===== src/rtl/pipe_skid_stage_if.sv =====
// Valid/ready handshake bundle carrying a datapath word and a control word.
// master drives valid/data/ctrl, slave drives ready.
interface pipe_skid_stage_if #(
    parameter int unsigned DATA_W = 32,
    parameter int unsigned CTRL_W = 8
);
    logic              valid;
    logic              ready;
    logic [DATA_W-1:0] data;
    logic [CTRL_W-1:0] ctrl;

    modport master (output valid, output data, output ctrl, input  ready);
    modport slave  (input  valid, input  data, input  ctrl, output ready);
endinterface


===== src/rtl/pipe_skid_stage.sv =====
// Pipeline stage register with a two-entry skid buffer, flush, and zeroed control on bubbles.
// Every output is decoded from registered state only.
module pipe_skid_stage #(
    parameter int unsigned DATA_W    = 32,
    parameter int unsigned CTRL_W    = 8,
    parameter bit          ZERO_DATA = 1'b1
) (
    input  logic                clk,
    input  logic                clr,
    input  logic                flush,
    pipe_skid_stage_if.slave    in_bus,
    pipe_skid_stage_if.master   out_bus,
    output logic [1:0]          occupancy
);

    typedef enum logic [1:0] {
        EMPTY = 2'd0,
        FULL  = 2'd1,
        SKID  = 2'd2
    } state_t;

    state_t            state, state_nx;
    logic [DATA_W-1:0] main_data, skid_data;
    logic [CTRL_W-1:0] main_ctrl, skid_ctrl;
    logic              accept, drain;
    logic              load_main_in, load_main_skid, load_skid_in, zero_regs;

    always_comb begin
        state_nx       = state;
        load_main_in   = 1'b0;
        load_main_skid = 1'b0;
        load_skid_in   = 1'b0;
        zero_regs      = 1'b0;
        accept         = in_bus.valid && (state != SKID);
        drain          = (state != EMPTY) && out_bus.ready;

        case (state)
            EMPTY: begin
                if (accept) begin
                    state_nx     = FULL;
                    load_main_in = 1'b1;
                end
            end
            FULL: begin
                if (accept && drain) begin
                    load_main_in = 1'b1;
                end else if (drain) begin
                    state_nx = EMPTY;
                end else if (accept) begin
                    state_nx     = SKID;
                    load_skid_in = 1'b1;
                end
            end
            SKID: begin
                if (drain) begin
                    state_nx       = FULL;
                    load_main_skid = 1'b1;
                end
            end
            default: state_nx = EMPTY;
        endcase

        // Flush discards any same-cycle accept; a same-cycle drain was already taken downstream.
        if (flush) begin
            state_nx       = EMPTY;
            load_main_in   = 1'b0;
            load_main_skid = 1'b0;
            load_skid_in   = 1'b0;
            zero_regs      = ZERO_DATA;
        end
    end

    always_ff @(posedge clk) begin
        if (clr) begin
            state     <= EMPTY;
            main_data <= '0;
            main_ctrl <= '0;
            skid_data <= '0;
            skid_ctrl <= '0;
        end else begin
            state <= state_nx;
            if (zero_regs) begin
                main_data <= '0;
                main_ctrl <= '0;
                skid_data <= '0;
                skid_ctrl <= '0;
            end else begin
                if (load_main_in) begin
                    main_data <= in_bus.data;
                    main_ctrl <= in_bus.ctrl;
                end else if (load_main_skid) begin
                    main_data <= skid_data;
                    main_ctrl <= skid_ctrl;
                end
                if (load_skid_in) begin
                    skid_data <= in_bus.data;
                    skid_ctrl <= in_bus.ctrl;
                end
            end
        end
    end

    always_comb begin
        in_bus.ready  = (state != SKID);
        out_bus.valid = (state != EMPTY);
        out_bus.ctrl  = (state != EMPTY) ? main_ctrl : '0;
        out_bus.data  = (ZERO_DATA && (state == EMPTY)) ? '0 : main_data;
        case (state)
            FULL:    occupancy = 2'd1;
            SKID:    occupancy = 2'd2;
            default: occupancy = 2'd0;
        endcase
    end

endmodule

===== src/flat_wrapper.sv =====
// flat-port wrapper written by rule: the top's interface ports become plain ports
module pipe_skid_stage_flat 
#(
    parameter int unsigned DATA_W    = 32,
    parameter int unsigned CTRL_W    = 8,
    parameter bit          ZERO_DATA = 1'b1
)
  (clk, clr, flush, occupancy, in_bus_valid, in_bus_data, in_bus_ctrl, in_bus_ready, out_bus_valid, out_bus_data, out_bus_ctrl, out_bus_ready);
  pipe_skid_stage_if #(.DATA_W(DATA_W), .CTRL_W(CTRL_W)) in_bus_i ();
  pipe_skid_stage_if #(.DATA_W(DATA_W), .CTRL_W(CTRL_W)) out_bus_i ();
  input  logic clk;
  input  logic clr;
  input  logic flush;
  output logic [1:0] occupancy;
  input wire logic [$bits(in_bus_i.valid)-1:0] in_bus_valid;
  input wire logic [$bits(in_bus_i.data)-1:0] in_bus_data;
  input wire logic [$bits(in_bus_i.ctrl)-1:0] in_bus_ctrl;
  output wire logic [$bits(in_bus_i.ready)-1:0] in_bus_ready;
  output wire logic [$bits(out_bus_i.valid)-1:0] out_bus_valid;
  output wire logic [$bits(out_bus_i.data)-1:0] out_bus_data;
  output wire logic [$bits(out_bus_i.ctrl)-1:0] out_bus_ctrl;
  input wire logic [$bits(out_bus_i.ready)-1:0] out_bus_ready;
  assign in_bus_i.valid = in_bus_valid;
  assign in_bus_i.data = in_bus_data;
  assign in_bus_i.ctrl = in_bus_ctrl;
  assign in_bus_ready = in_bus_i.ready;
  assign out_bus_valid = out_bus_i.valid;
  assign out_bus_data = out_bus_i.data;
  assign out_bus_ctrl = out_bus_i.ctrl;
  assign out_bus_i.ready = out_bus_ready;
  pipe_skid_stage #(.DATA_W(DATA_W), .CTRL_W(CTRL_W), .ZERO_DATA(ZERO_DATA)) u_core (.clk(clk), .clr(clr), .flush(flush), .in_bus(in_bus_i), .out_bus(out_bus_i), .occupancy(occupancy));
endmodule

===== config.mk =====
export PLATFORM = sky130hd
export DESIGN_NAME = pipe_skid_stage_flat
export DESIGN_NICKNAME = d
export VERILOG_FILES = /design/src/rtl/pipe_skid_stage_if.sv /design/src/rtl/pipe_skid_stage.sv /design/src/flat_wrapper.sv
export SDC_FILE = /design/constraint.sdc
export NUM_CORES = 1
export LEC_CHECK = 0
export CAP_MARGIN = 20
export CORE_MARGIN = 1
export CORE_UTILIZATION = 54
export DETAILED_ROUTE_END_ITERATION = 6
export PLACE_DENSITY_LB_ADDON = 0.08
export SYNTH_ARGS = -nofsm -noshare
export SYNTH_HDL_FRONTEND = slang
export SYNTH_SLANG_ARGS = --single-unit

===== constraint.sdc =====
create_clock -name clk -period 4.8 [get_ports clk]
set_clock_uncertainty 0.15 [all_clocks]
set_input_delay 1.44 -clock clk [delete_from_list [all_inputs] [get_ports clk]]
set_output_delay 1.44 -clock clk [all_outputs]
set_load 0.02 [all_outputs]

=== Yosys cells after proc, flatten, opt, wreduce, memory -nomap -nowiden ===
Cells that the tools add are included.
W data, S select, Z words.

* Eq/ne operators: 7
* Muxes and demuxes: 25
* Reductions and logical operators: 9

{| class="wikitable"
|+ Operators by type and width
! operator !! count
|-
| $mux W32 || 3
|-
| $mux W8 || 3
|-
| $mux W1 || 11
|-
| $mux W2 || 5
|-
| $pmux W2 S3 || 1
|-
| $ne A2 B1 Y1 const B || 2
|-
| $ne A2 B2 Y1 const B || 2
|-
| $pmux W2 S2 || 1
|-
| $reduce_and A4 Y1 || 1
|-
| $reduce_bool A2 Y1 || 2
|-
| $reduce_or A2 Y1 || 2
|-
| $logic_and A1 B1 Y1 || 3
|-
| $ne A3 B1 Y1 const B || 1
|-
| $eq A2 B1 Y1 const B || 1
|-
| $eq A2 B2 Y1 const B || 1
|-
| $logic_not A2 Y1 || 1
|-
| $pmux W1 S2 || 1
|}

* Bits in registers: 82
* Input bits: 45
* Logic and storage cells: 46

=== Logic depth before layout (Yosys ltp) ===
* Depth in word-level cells: 7
* Depth in mapped cells: 6
* Gate-level depth less buffers: 4

=== Worst setup path before layout ===
No wires, ideal clock.

* Kind: flip-flop to output port
* From: register u_core.state[1]
* To: output in_bus_ready
* Arrival: 1.127 ns
* Data required time: 3.210 ns
* Slack: 2.083 ns
* Stages on the path, launching flop included: 5
* Cells stage by stage: dfxtp_1 > buf_2 > inv_1 > nor2_1 > inv_1

* Word-level cells in the longest chain between the ends: 1

{| class="wikitable"
|+ RTL lines
! element !! line !! source
|-
| start, declared || pipe_skid_stage.sv:22 || <nowiki>state_t state, state_nx;</nowiki>
|-
| start signal, assigned || pipe_skid_stage.sv:81 || <nowiki>state <= state_nx;</nowiki>
|-
| $ne A2 B2 Y1 || pipe_skid_stage.sv:104 || <nowiki>in_bus.ready = (state != SKID);</nowiki>
|-
| end, declared || flat_wrapper.sv:18 || <nowiki>output wire logic [$bits(in_bus_i.ready)-1:0] in_bus_ready;</nowiki>
|}

Every way passes these cells.

=== Final worst setup path ===
* From: register u_core.state[1]
* To: output occupancy[1]

* Word-level cells in the longest chain between the ends: 2
* Elaborated cells on any way between the ends: 3
* Those cells by class: 2 x eq/ne; 1 x mux

{| class="wikitable"
|+ RTL lines
! element !! line !! source
|-
| $eq A2 B2 Y1 / $eq A2 B1 Y1 (equally long branches) || pipe_skid_stage.sv:108 || <nowiki>case (state)</nowiki>
|-
| $pmux W2 S2 (*) || pipe_skid_stage.sv:108 ||
|-
| end, declared || flat_wrapper.sv:14 || <nowiki>output logic [1:0] occupancy;</nowiki>
|}

Every way passes the cells marked *; elsewhere a longest branch is shown, timed or not.

==> summary.md <==
| Metric | Value |
|---|---|
| Status | `finished clean` |
| Clk root buf | `clkbuf_8` |
| Power Density | `about 290 mW/mm^2` |
| Max IR drop VDD | `0.167 mV` |
| Worst Tran Pin Value | `around 1000 ps` |
| WS Path Type | `flop to output port` |
| Initial antenna violation count | `0` |
| Complex-gate fraction of the synthesized area | `between 20% and 30%` |
| TritonCTS Sinks | `82` |
| DIE HEIGHT | `between 80 and 90 um` |
| Count leader, synth | `dfxtp_1` |
| Worst stage delay on the critical path | `between 700 and 800 ps` |
| CTS buffer count | `9` |
| Vias | `3730` |
| Net Count, Synth | `around 490` |
| CP Capture Type | `output port` |
| Largest net degree at the start of global routing | `49` |
| # DRC | `0` |
| Via density | `approximately 6.3` |
| Longest Clk Path Bufs | `2` |
| Worst EP arrival | `between 2000 and 2500 ps` |
| First-pass GRT wire length | `16300 um` |
| Final Max Tran Viols | `0` |
| Final Hold Viols | `0` |
| CP cell instances | `buf_4, inv_1, nor2_1, clkdlybuf4s50_1` |
| Gr usage total | `between 20% and 30%` |
| Total die area | `0.00772 mm^2` |
| Ys flop type | `dfxtp_1` |
| Post-layout min period | `about 4000 ps` |
| Crit path launch type | `flop` |
| RSZ-0062 raised after global routing | `false` |
| Register area share after synthesis | `41.2%` |
| Post-synthesis register bit count | `82` |
| CTS tree | `done` |
| Main combinational cell family by area after synthesis | `compound AO/OA/AOI/OAI gates` |
| Placed wire-length estimate | `5900 um` |
| Asr flop ratio synth | `0%` |
| Slowest stage cell, crit path | `dfxtp_2` |
| Synth top cells by count | `82 x dfxtp_1, 41 x a21oi_1, 41 x nor2b_1` |
| Setup TNS | `0 ps` |
| CORE AREA | `around 0.007 mm^2` |
| Mapped Area | `0.00398 mm^2` |
| Final setup viols | `0` |
| Period utilisation layout | `between 80% and 90%` |
| Worst path bufs/invs | `3` |
| Vias in the first global route | `3417` |
| First drt pass iteration count | `5` |
| Post-CTS Resized | `0` |
| Worst Path Max Fanout | `27` |
| Gate Count Post-Synth | `442` |
| GP Congestion | `around 0.74` |
| Post-cts hold buffer count | `0` |
| Diode count | `0` |
| Leading area contributor after synthesis | `dfxtp_1` |
| Die W | `87.9 um` |
| Crit-path leading delay family | `buffers and inverters` |
| Yosys top cell area share | `between 40% and 50%` |
| Max transition margin | `about a third` |
| Rows | `30` |
| Leak | `1.54 nW` |
| Mean routed wirelength per cell | `roughly 17 um` |
| Port bufs | `88` |
| Clk slew on worst S/H paths | `about 80 ps` |
| Number of synthesized flops with an enable pin | `0` |
| Top area cells in the synthesized netlist | `dfxtp_1 41%, nor4bb_1 10%, o2bb2ai_1 8.8%` |
| Multiplexer share of the synthesized area | `less than 1%` |
| Post-synthesis simple-gate area fraction | `roughly a quarter` |
| Starting Density | `between 50% and 60%` |
| Post-synthesis xor/xnor area fraction | `0%` |
| Synth unique cells | `29` |
| Adder-Cell Fraction of Synth Area | `0%` |
| Post-route ant nets | `0` |
| Final WL | `~10000 um` |
| Utilization after layout | `between 70 and 80%` |
| GR Overflow Total | `0` |
| Layout Nets | `around 540` |
| Worst EP required | `between 3000 and 4000 ps` |
| Max-cap violation count | `0` |
| Share of post-route cells with drive strength above 1 | `about 7.2%` |
| Setup Buffers After CTS | `0` |
| Ports | `89` |
| YS warnings | `0` |
| Clk_lat worst skew | `350 ps` |
| Htree depth | `3` |
| Initial DRC count | `between 200 and 300` |
| Fmax | `roughly 250 MHz` |
| Layout area overhead | `25.9%` |
| Worst hold path class | `flop to flop` |
| Mean area per synthesized cell | `roughly 9 um^2` |
## state kept, by name, summed over array words and instances (netlist names)
name	flops
u_core.state	2
u_core.skid_data	32
u_core.main_ctrl	8
u_core.main_data	32
u_core.skid_ctrl	8
## cells in the final DEF, fill, tap and decap left out, drive strengths merged
cell,n
clkdlybuf4s50,85
dfxtp,82
nor2b,41
a21oi,41
nand3,40
nor4bb,40
a22oi,40
o2bb2ai,40
o21ai,40
buf,12
clkbuf,11
inv,4
bufinv,3
nor2,3
and4bb,2
nand2,2
nand4bb,1
or2,1
nand2b,1
and3b,1
a311oi,1
mux2i,1
or3b,1
o21ba,1
a211oi,1
clkinv,1
clkinvlp,1
## through the flow
step | cell area (um^2) | power, mW | setup slack [ps] | std cells | hold WS [ps]
2_1_floorplan | 3980 | 0.796 | 2080 | 442 | 275
3_3_place_gp | 4780 | 0.858 | 1050 | 577 | 288
3_5_place_dp | 4780 | 0.859 | 1040 | 577 | 289
4_1_cts | 5010 | 1.44 | 802 | 593 | 312
5_1_grt | 5010 | 1.48 | 685 | 593 | 326
6_report | 5010 | 1.43 | 794 | 593 | 310
## area by class of cell
type,count,area (um^2)
Multi-Input combinational cell,298,2070
Clock buffer,11,131
Inverter,4,15.0
Clock inverter,5,103
Fill cell,551,1930
Tap cell,96,120
Timing Repair Buffer,97,933
Sequential cell,82,1640
## power breakdown
group	leakage, nW	switching [mW]	internal, mW	total [mW]
Sequential	0.663	0.00568	0.688	0.694
Combinational	0.760	0.0815	0.0695	0.151
Clock	0.114	0.244	0.345	0.589
## cell families after synthesis
family	Yosys count
buffers and inverters	62
AOI/OAI and AO/OA	164
and+or+nand+nor	133
DFF	82
muxes	1
## per-layer routing
layer	GRT usage, %	vias to the layer above	wire, um
met5	0	-	0
met2	44.2	146	4980
met4	10.6	0	211
met3	4.52	21	599
li1	-	1755	-
met1	35.4	1808	4500
## worst reg2reg max path, delay by kind of cell, from the launching register on
family,cells,cell delay (ps)
AND/OR/NAND/NOR,1,890
buffers and inverters,1,380
flip-flops,1,710
AO/OA/AOI/OAI,2,460
## final timing paths
kind / from / to / slack [ps] / cells past startpoint
worst max register to register: u_core.state[1] / u_core.main_data[22] / 2140 / 4
worst max-delay path: u_core.state[1] / occupancy[1] / 790 / 4
worst min-delay path: u_core.main_data[14] / u_core.main_data[14] / 310 / 1
worst min register to register: u_core.main_data[14] / u_core.main_data[14] / 310 / 1
Note: power is estimated with default switching activity, not from simulation.
